[config.mk]
export PLATFORM = sky130hd
export DESIGN_NAME = norm_frame_writer
export DESIGN_NICKNAME = d
export VERILOG_FILES = /design/src/rtl/norm_pkg.sv /design/src/rtl/norm_frame_writer_ram.sv /design/src/rtl/norm_frame_writer.sv
export SDC_FILE = /design/constraint.sdc
export NUM_CORES = 1
export LEC_CHECK = 0
export CORE_UTILIZATION = 50
export CTS_CLUSTER_DIAMETER = 200
export DETAILED_ROUTE_END_ITERATION = 16
export PLACE_DENSITY_LB_ADDON = 0.08
export SLEW_MARGIN = 20
export SYNTH_ARGS = -nofsm -noshare
export SYNTH_HDL_FRONTEND = slang
export SYNTH_SLANG_ARGS = --single-unit
[constraint.sdc]
create_clock -name clk -period 10 [get_ports clk]
set_clock_uncertainty 0.2 [all_clocks]
set_input_delay 2 -clock clk [delete_from_list [all_inputs] [get_ports clk]]
set_output_delay 2 -clock clk [all_outputs]
set_load 0.005 [all_outputs]
[src/rtl/norm_pkg.sv]
// Shared types and default sizing for the normalization frame writer.
package norm_pkg;

    typedef enum logic [1:0] {
        IDLE    = 2'd0,
        CAPTURE = 2'd1,
        EMIT    = 2'd2,
        DONE    = 2'd3
    } state_t;

    localparam int unsigned DEF_OUT_ROWS   = 10;
    localparam int unsigned DEF_OUT_COLS   = 10;
    localparam int unsigned DEF_DATA_WIDTH = 8;

endpackage

[src/rtl/norm_frame_writer_ram.sv]
// Simple dual-port frame buffer: one write port, one registered read port (1-cycle latency).
module frame_buffer_ram #(
    parameter int unsigned DEPTH      = 100,
    parameter int unsigned DATA_WIDTH = 8,
    parameter int unsigned AW         = 7
) (
    input  logic                  clk,
    input  logic                  we,
    input  logic [AW-1:0]         waddr,
    input  logic [DATA_WIDTH-1:0] wdata,
    input  logic                  re,
    input  logic [AW-1:0]         raddr,
    output logic [DATA_WIDTH-1:0] rdata
);

    logic [DATA_WIDTH-1:0] mem [DEPTH];

    always_ff @(posedge clk) begin
        if (we) begin
            mem[waddr] <= wdata;
        end
        if (re) begin
            rdata <= mem[raddr];
        end
    end

endmodule

[src/rtl/norm_frame_writer.sv]
// Captures one frame into a buffer while tracking its max, publishes the max as the
// normalization denominator, then replays the frame on an AXI-Stream master.
module norm_frame_writer
    import norm_pkg::*;
#(
    parameter int unsigned OUT_ROWS   = DEF_OUT_ROWS,
    parameter int unsigned OUT_COLS   = DEF_OUT_COLS,
    parameter int unsigned DATA_WIDTH = DEF_DATA_WIDTH
) (
    input  logic                  clk,
    input  logic                  reset,
    input  logic                  ap_start,
    output logic                  ap_ready,
    output logic                  ap_idle,
    output logic                  ap_done,
    input  logic                  s_axis_tvalid,
    output logic                  s_axis_tready,
    input  logic [DATA_WIDTH-1:0] s_axis_tdata,
    output logic                  m_axis_tvalid,
    input  logic                  m_axis_tready,
    output logic [DATA_WIDTH-1:0] m_axis_tdata,
    output logic                  m_axis_tlast,
    output logic [DATA_WIDTH-1:0] norm_denominator,
    output logic                  denom_valid
);

    localparam int unsigned N_PIX = OUT_ROWS * OUT_COLS;
    localparam int unsigned AW    = (N_PIX > 1) ? $clog2(N_PIX) : 1;
    localparam logic [AW-1:0] LAST_IDX = AW'(N_PIX - 1);

    state_t                state, state_next;
    logic [AW-1:0]         wr_cnt, rd_cnt;
    logic [DATA_WIDTH-1:0] max_reg, max_new, ram_rdata, skid_data;
    logic                  wr_fire, last_wr, rd_issue, rd_all;
    logic                  ram_vld, ram_last, skid_vld, skid_last;
    logic                  pop, out_free;
    logic [1:0]            occ;

    assign wr_fire  = (state == CAPTURE) && s_axis_tvalid && s_axis_tready;
    assign last_wr  = wr_fire && (wr_cnt == LAST_IDX);
    assign max_new  = (s_axis_tdata > max_reg) ? s_axis_tdata : max_reg;
    assign pop      = m_axis_tvalid && m_axis_tready;
    assign out_free = !m_axis_tvalid || pop;

    frame_buffer_ram #(
        .DEPTH      (N_PIX),
        .DATA_WIDTH (DATA_WIDTH),
        .AW         (AW)
    ) u_ram (
        .clk   (clk),
        .we    (wr_fire),
        .waddr (wr_cnt),
        .wdata (s_axis_tdata),
        .re    (rd_issue),
        .raddr (rd_cnt),
        .rdata (ram_rdata)
    );

    // Read-ahead: issue only if the in-flight read will still find a slot in out/skid
    always_comb begin
        rd_issue = 1'b0;
        occ      = 2'(m_axis_tvalid) + 2'(skid_vld) + 2'(ram_vld);
        if ((state == EMIT) && !rd_all && ((occ - 2'(pop)) <= 2'd1)) begin
            rd_issue = 1'b1;
        end
    end

    always_ff @(posedge clk) begin
        if (reset) begin
            state <= IDLE;
        end else begin
            state <= state_next;
        end
    end

    always_comb begin
        state_next = state;
        case (state)
            IDLE:    if (ap_start) state_next = CAPTURE;
            CAPTURE: if (last_wr) state_next = EMIT;
            EMIT:    if (pop && m_axis_tlast) state_next = DONE;
            DONE:    state_next = IDLE;
            default: state_next = IDLE;
        endcase
    end

    // Status outputs, counters and the max tracker
    always_ff @(posedge clk) begin
        if (reset) begin
            s_axis_tready    <= 1'b0;
            ap_ready         <= 1'b1;
            ap_idle          <= 1'b1;
            ap_done          <= 1'b0;
            norm_denominator <= DATA_WIDTH'(1);
            denom_valid      <= 1'b0;
            wr_cnt           <= '0;
            rd_cnt           <= '0;
            rd_all           <= 1'b0;
            max_reg          <= '0;
        end else begin
            s_axis_tready <= (state_next == CAPTURE);
            ap_ready      <= (state_next == IDLE);
            ap_idle       <= (state_next == IDLE);
            ap_done       <= (state_next == DONE);
            if ((state == IDLE) && ap_start) begin
                wr_cnt      <= '0;
                max_reg     <= '0;
                denom_valid <= 1'b0;
            end
            if (wr_fire) begin
                wr_cnt  <= wr_cnt + AW'(1);
                max_reg <= max_new;
            end
            if (last_wr) begin
                norm_denominator <= (max_new == '0) ? DATA_WIDTH'(1) : max_new;
                denom_valid      <= 1'b1;
                rd_cnt           <= '0;
                rd_all           <= 1'b0;
            end
            if (rd_issue) begin
                if (rd_cnt == LAST_IDX) begin
                    rd_all <= 1'b1;
                end else begin
                    rd_cnt <= rd_cnt + AW'(1);
                end
            end
        end
    end

    // Output register fed by the RAM read port, with a one-entry skid for stalls
    always_ff @(posedge clk) begin
        if (reset || (state != EMIT)) begin
            ram_vld       <= 1'b0;
            ram_last      <= 1'b0;
            skid_vld      <= 1'b0;
            skid_last     <= 1'b0;
            skid_data     <= '0;
            m_axis_tvalid <= 1'b0;
            m_axis_tlast  <= 1'b0;
            m_axis_tdata  <= '0;
        end else begin
            ram_vld  <= rd_issue;
            ram_last <= rd_issue && (rd_cnt == LAST_IDX);
            if (out_free) begin
                if (skid_vld) begin
                    m_axis_tvalid <= 1'b1;
                    m_axis_tdata  <= skid_data;
                    m_axis_tlast  <= skid_last;
                    skid_vld      <= ram_vld;
                    skid_data     <= ram_rdata;
                    skid_last     <= ram_last;
                end else if (ram_vld) begin
                    m_axis_tvalid <= 1'b1;
                    m_axis_tdata  <= ram_rdata;
                    m_axis_tlast  <= ram_last;
                end else begin
                    m_axis_tvalid <= 1'b0;
                    m_axis_tlast  <= 1'b0;
                end
            end else if (ram_vld) begin
                skid_vld  <= 1'b1;
                skid_data <= ram_rdata;
                skid_last <= ram_last;
            end
        end
    end

endmodule
==> results.sh <==
export IMPL_path_class="input pin to flop"
export IMPL_ys_warn_count=0
export IMPL_top_layer="met5"
export IMPL_fmax_mhz=213
export IMPL_placed_area_mm2=0.0354
export IMPL_outcome="completed"
export IMPL_die_area_mm2=0.0696
export IMPL_cp_required_ns=10.06
export IMPL_yosys_most_used_dff="edfxtp_1"
export IMPL_core_mm2=0.0675
export IMPL_slowest_delay_ns=0.85
export IMPL_fin_crit_ns=4.69
export IMPL_met3_wirelength_um=6060
export IMPL_drt_iter0_markers=1692
export IMPL_dr_wl_met2_um=40100
export IMPL_grt_max_degree=102
export IMPL_synth_most_common_cell="edfxtp_1"
export IMPL_netlist_area_leader_share_pct=70.8
export IMPL_regMostFlops="u_ram.mem"
export IMPL_cts_resized=0
export IMPL_crit_path_end_kind="flop"
export IMPL_htreeDepth=3
export IMPL_p_leak_uw=0.0115
export IMPL_drt_pass1_iterations=5
export IMPL_hold_viol=0
export IMPL_grt_usage_pct=25.3
export IMPL_hold_path_startpoint="denom_valid"
export IMPL_ir_worst_vdd_uv=148
export IMPL_largest_register_ff_count=800
export IMPL_period_share_pct=46.9
export IMPL_clock_path_buffers=3
export IMPL_fp_dieH_um=264
export IMPL_start_util_pct=50.8
export IMPL_drc=0
export IMPL_clk_latency_ns=0.64
export IMPL_dpl_hpwl_um=53100
export IMPL_die_w_um=264
export IMPL_path_max_fanout=13
export IMPL_grt_pass1_wl_um=126000
export IMPL_synth_common_cells="edfxtp_1, nor2_1, mux2i_1"
export IMPL_io_buffers=35
export IMPL_cts_sinks=867
export IMPL_syn_to_final_growth_pct=11.4
export IMPL_synth_yosys_seq_area_share_pct=74.2
export IMPL_synthDistinctLibCells=61
export IMPL_fin_nets=1933
export IMPL_cp_data_arrival_time_ns=4.74
export IMPL_drive_above_1_share_pct=17.4
export IMPL_ys_ff_latch=867
export IMPL_tns_ns=0
export IMPL_routed_wl_um=86400
export IMPL_routedWlPerCell_um=30.3
export IMPL_grt_pass1_vias=17900
export IMPL_maxCapViolCount=0
export IMPL_antenna_found_initial=2
export IMPL_dp_cells=2689
export IMPL_drv_slew=0
export IMPL_synth_area_leaders="edfxtp_1, mux4_2, mux2i_1"
export IMPL_grt_overflow=0
export IMPL_path_clk_slew_ns=0.06
export IMPL_utilization_pct=56.6
export IMPL_m1WireLength_um=37600
export IMPL_place_congestion=0.834
export IMPL_cts_hold_buf=0
export IMPL_post_synth_instance_area_mm2=0.0343
export IMPL_worstHoldPathType="flop to flop"
export IMPL_avgSynthCellArea_um2=18.5
export IMPL_yosysTopAreaCell="edfxtp_1"
export IMPL_numCtsBuffers=90
export IMPL_rows=95
export IMPL_power_density_mw_per_mm2=190
export IMPL_rsz0062_at_grt="no"
export IMPL_critPathSlowestCell="nor2_1"
export IMPL_crit_reg2reg_launch="rd_cnt[1]"
export IMPL_synth_net_count=1874
export IMPL_drt_vias_per_instance=6.19
export IMPL_clockRootBuffer="clkbuf_16"
export IMPL_synth_edf_count=808
export IMPL_cp_start_kind="input pin"
export IMPL_setup_violations=0
export IMPL_critPathLaunch="s_axis_tvalid"
export IMPL_tritoncts="done"
export IMPL_final_cells=2848
export IMPL_ios=36
export IMPL_tightest_slew_ns=1.02
export IMPL_syn_inst=1849
export IMPL_cts_setup_buffers=0
export IMPL_fin_area_mm2=0.0382
export IMPL_relSlewSlack_pct=31.8
export IMPL_total_power_uw=7250
export IMPL_num_vias=17600
export IMPL_ant_nets=0
export IMPL_async_flop_share_pct=0
export IMPL_crit_chain="clkdlybuf4s50_1, nand4b_1, nor2_1, nand3_2, nor2_1"
export IMPL_cp_common_cell="nor2_1"
## final timing paths
path / end / slack [ns] / cells past startpoint
setup / recovery: u_ram.mem[99][2] / 5.31 / 5
hold / removal: denom_valid / 0.26 / 2
setup reg to reg: u_ram.rdata[3] / 5.45 / 8
hold reg to reg: denom_valid / 0.26 / 2
## per-stage QoR
stage	hold WS (ns)	setup slack, ns
6_report	0.256	5.31
5_1_grt	0.308	5.14
4_1_cts	0.262	5.35
3_5_place_dp	0.252	4.67
3_3_place_gp	0.249	4.75
2_1_floorplan	0.253	5.24
## metal layers
layer  vias up  GRT usage (%)
met5         -              0
met4         2           7.97
li1       7568              -
met3       154           5.43
met2       687           38.9
met1      9221           36.3
## report_power, final
| part | switching (uW) | total (uW) | internal [uW] |
|---|---|---|---|
| Sequential | 1.78 | 3960 | 3960 |
| Clock | 1350 | 3180 | 1830 |
| Combinational | 89.9 | 108 | 18.2 |
| Total | 1440 | 7250 | 5810 |
## cell type report
| cell class | count | area, um^2 |
|---|---|---|
| fillers | 5160 | 29300 |
| flip-flops and latches | 867 | 25500 |
| multi-input cells | 863 | 8200 |
| clock buffers | 116 | 2410 |
| well taps | 873 | 1090 |
| repair buffers | 72 | 621 |
| clock inverters | 42 | 350 |
| inverters | 14 | 52.6 |
| diodes | 1 | 2.50 |
## logic make-up (layout without fill, tap and decap cells)
logic type / count (synthesis) / after routing / synth area share, %
xor gates and xnor gates: 1 / 1 / 0.0256
muxes: 330 / 330 / 15.1
DFF: 867 / 867 / 74.2
buffers and inverters: 119 / 244 / 1.90
AOI/OAI and AO/OA: 199 / 199 / 4.14
and+or+nand+nor: 321 / 321 / 4.14
adders and majority gates: 12 / 12 / 0.438
other: 0 / 1 / 0
## critical path, delay by kind of cell
family | cells | cell delay [ns]
buf+inv | 1 | 0.48
simple gates | 4 | 2.25
## cells in the final DEF (no fill, tap or decap), types with 9 or more instances in the layout
cell type          n
a211oi_1          25
a21oi_1           45
a22o_1            11
a22oi_1           34
buf_4             44
clkbuf_1          22
clkbuf_16         92
clkdlybuf4s50_1   27
clkinv_1          12
clkinv_2          18
dfxtp_1           56
edfxtp_1         808
ha_1              12
inv_1             14
mux2i_1          173
mux4_2           149
nand2_1           43
nand3_1           13
nor2_1           192
nor2b_1           18
o21ai_0            9
o22ai_1           21
(Power assumes the default switching activity.)
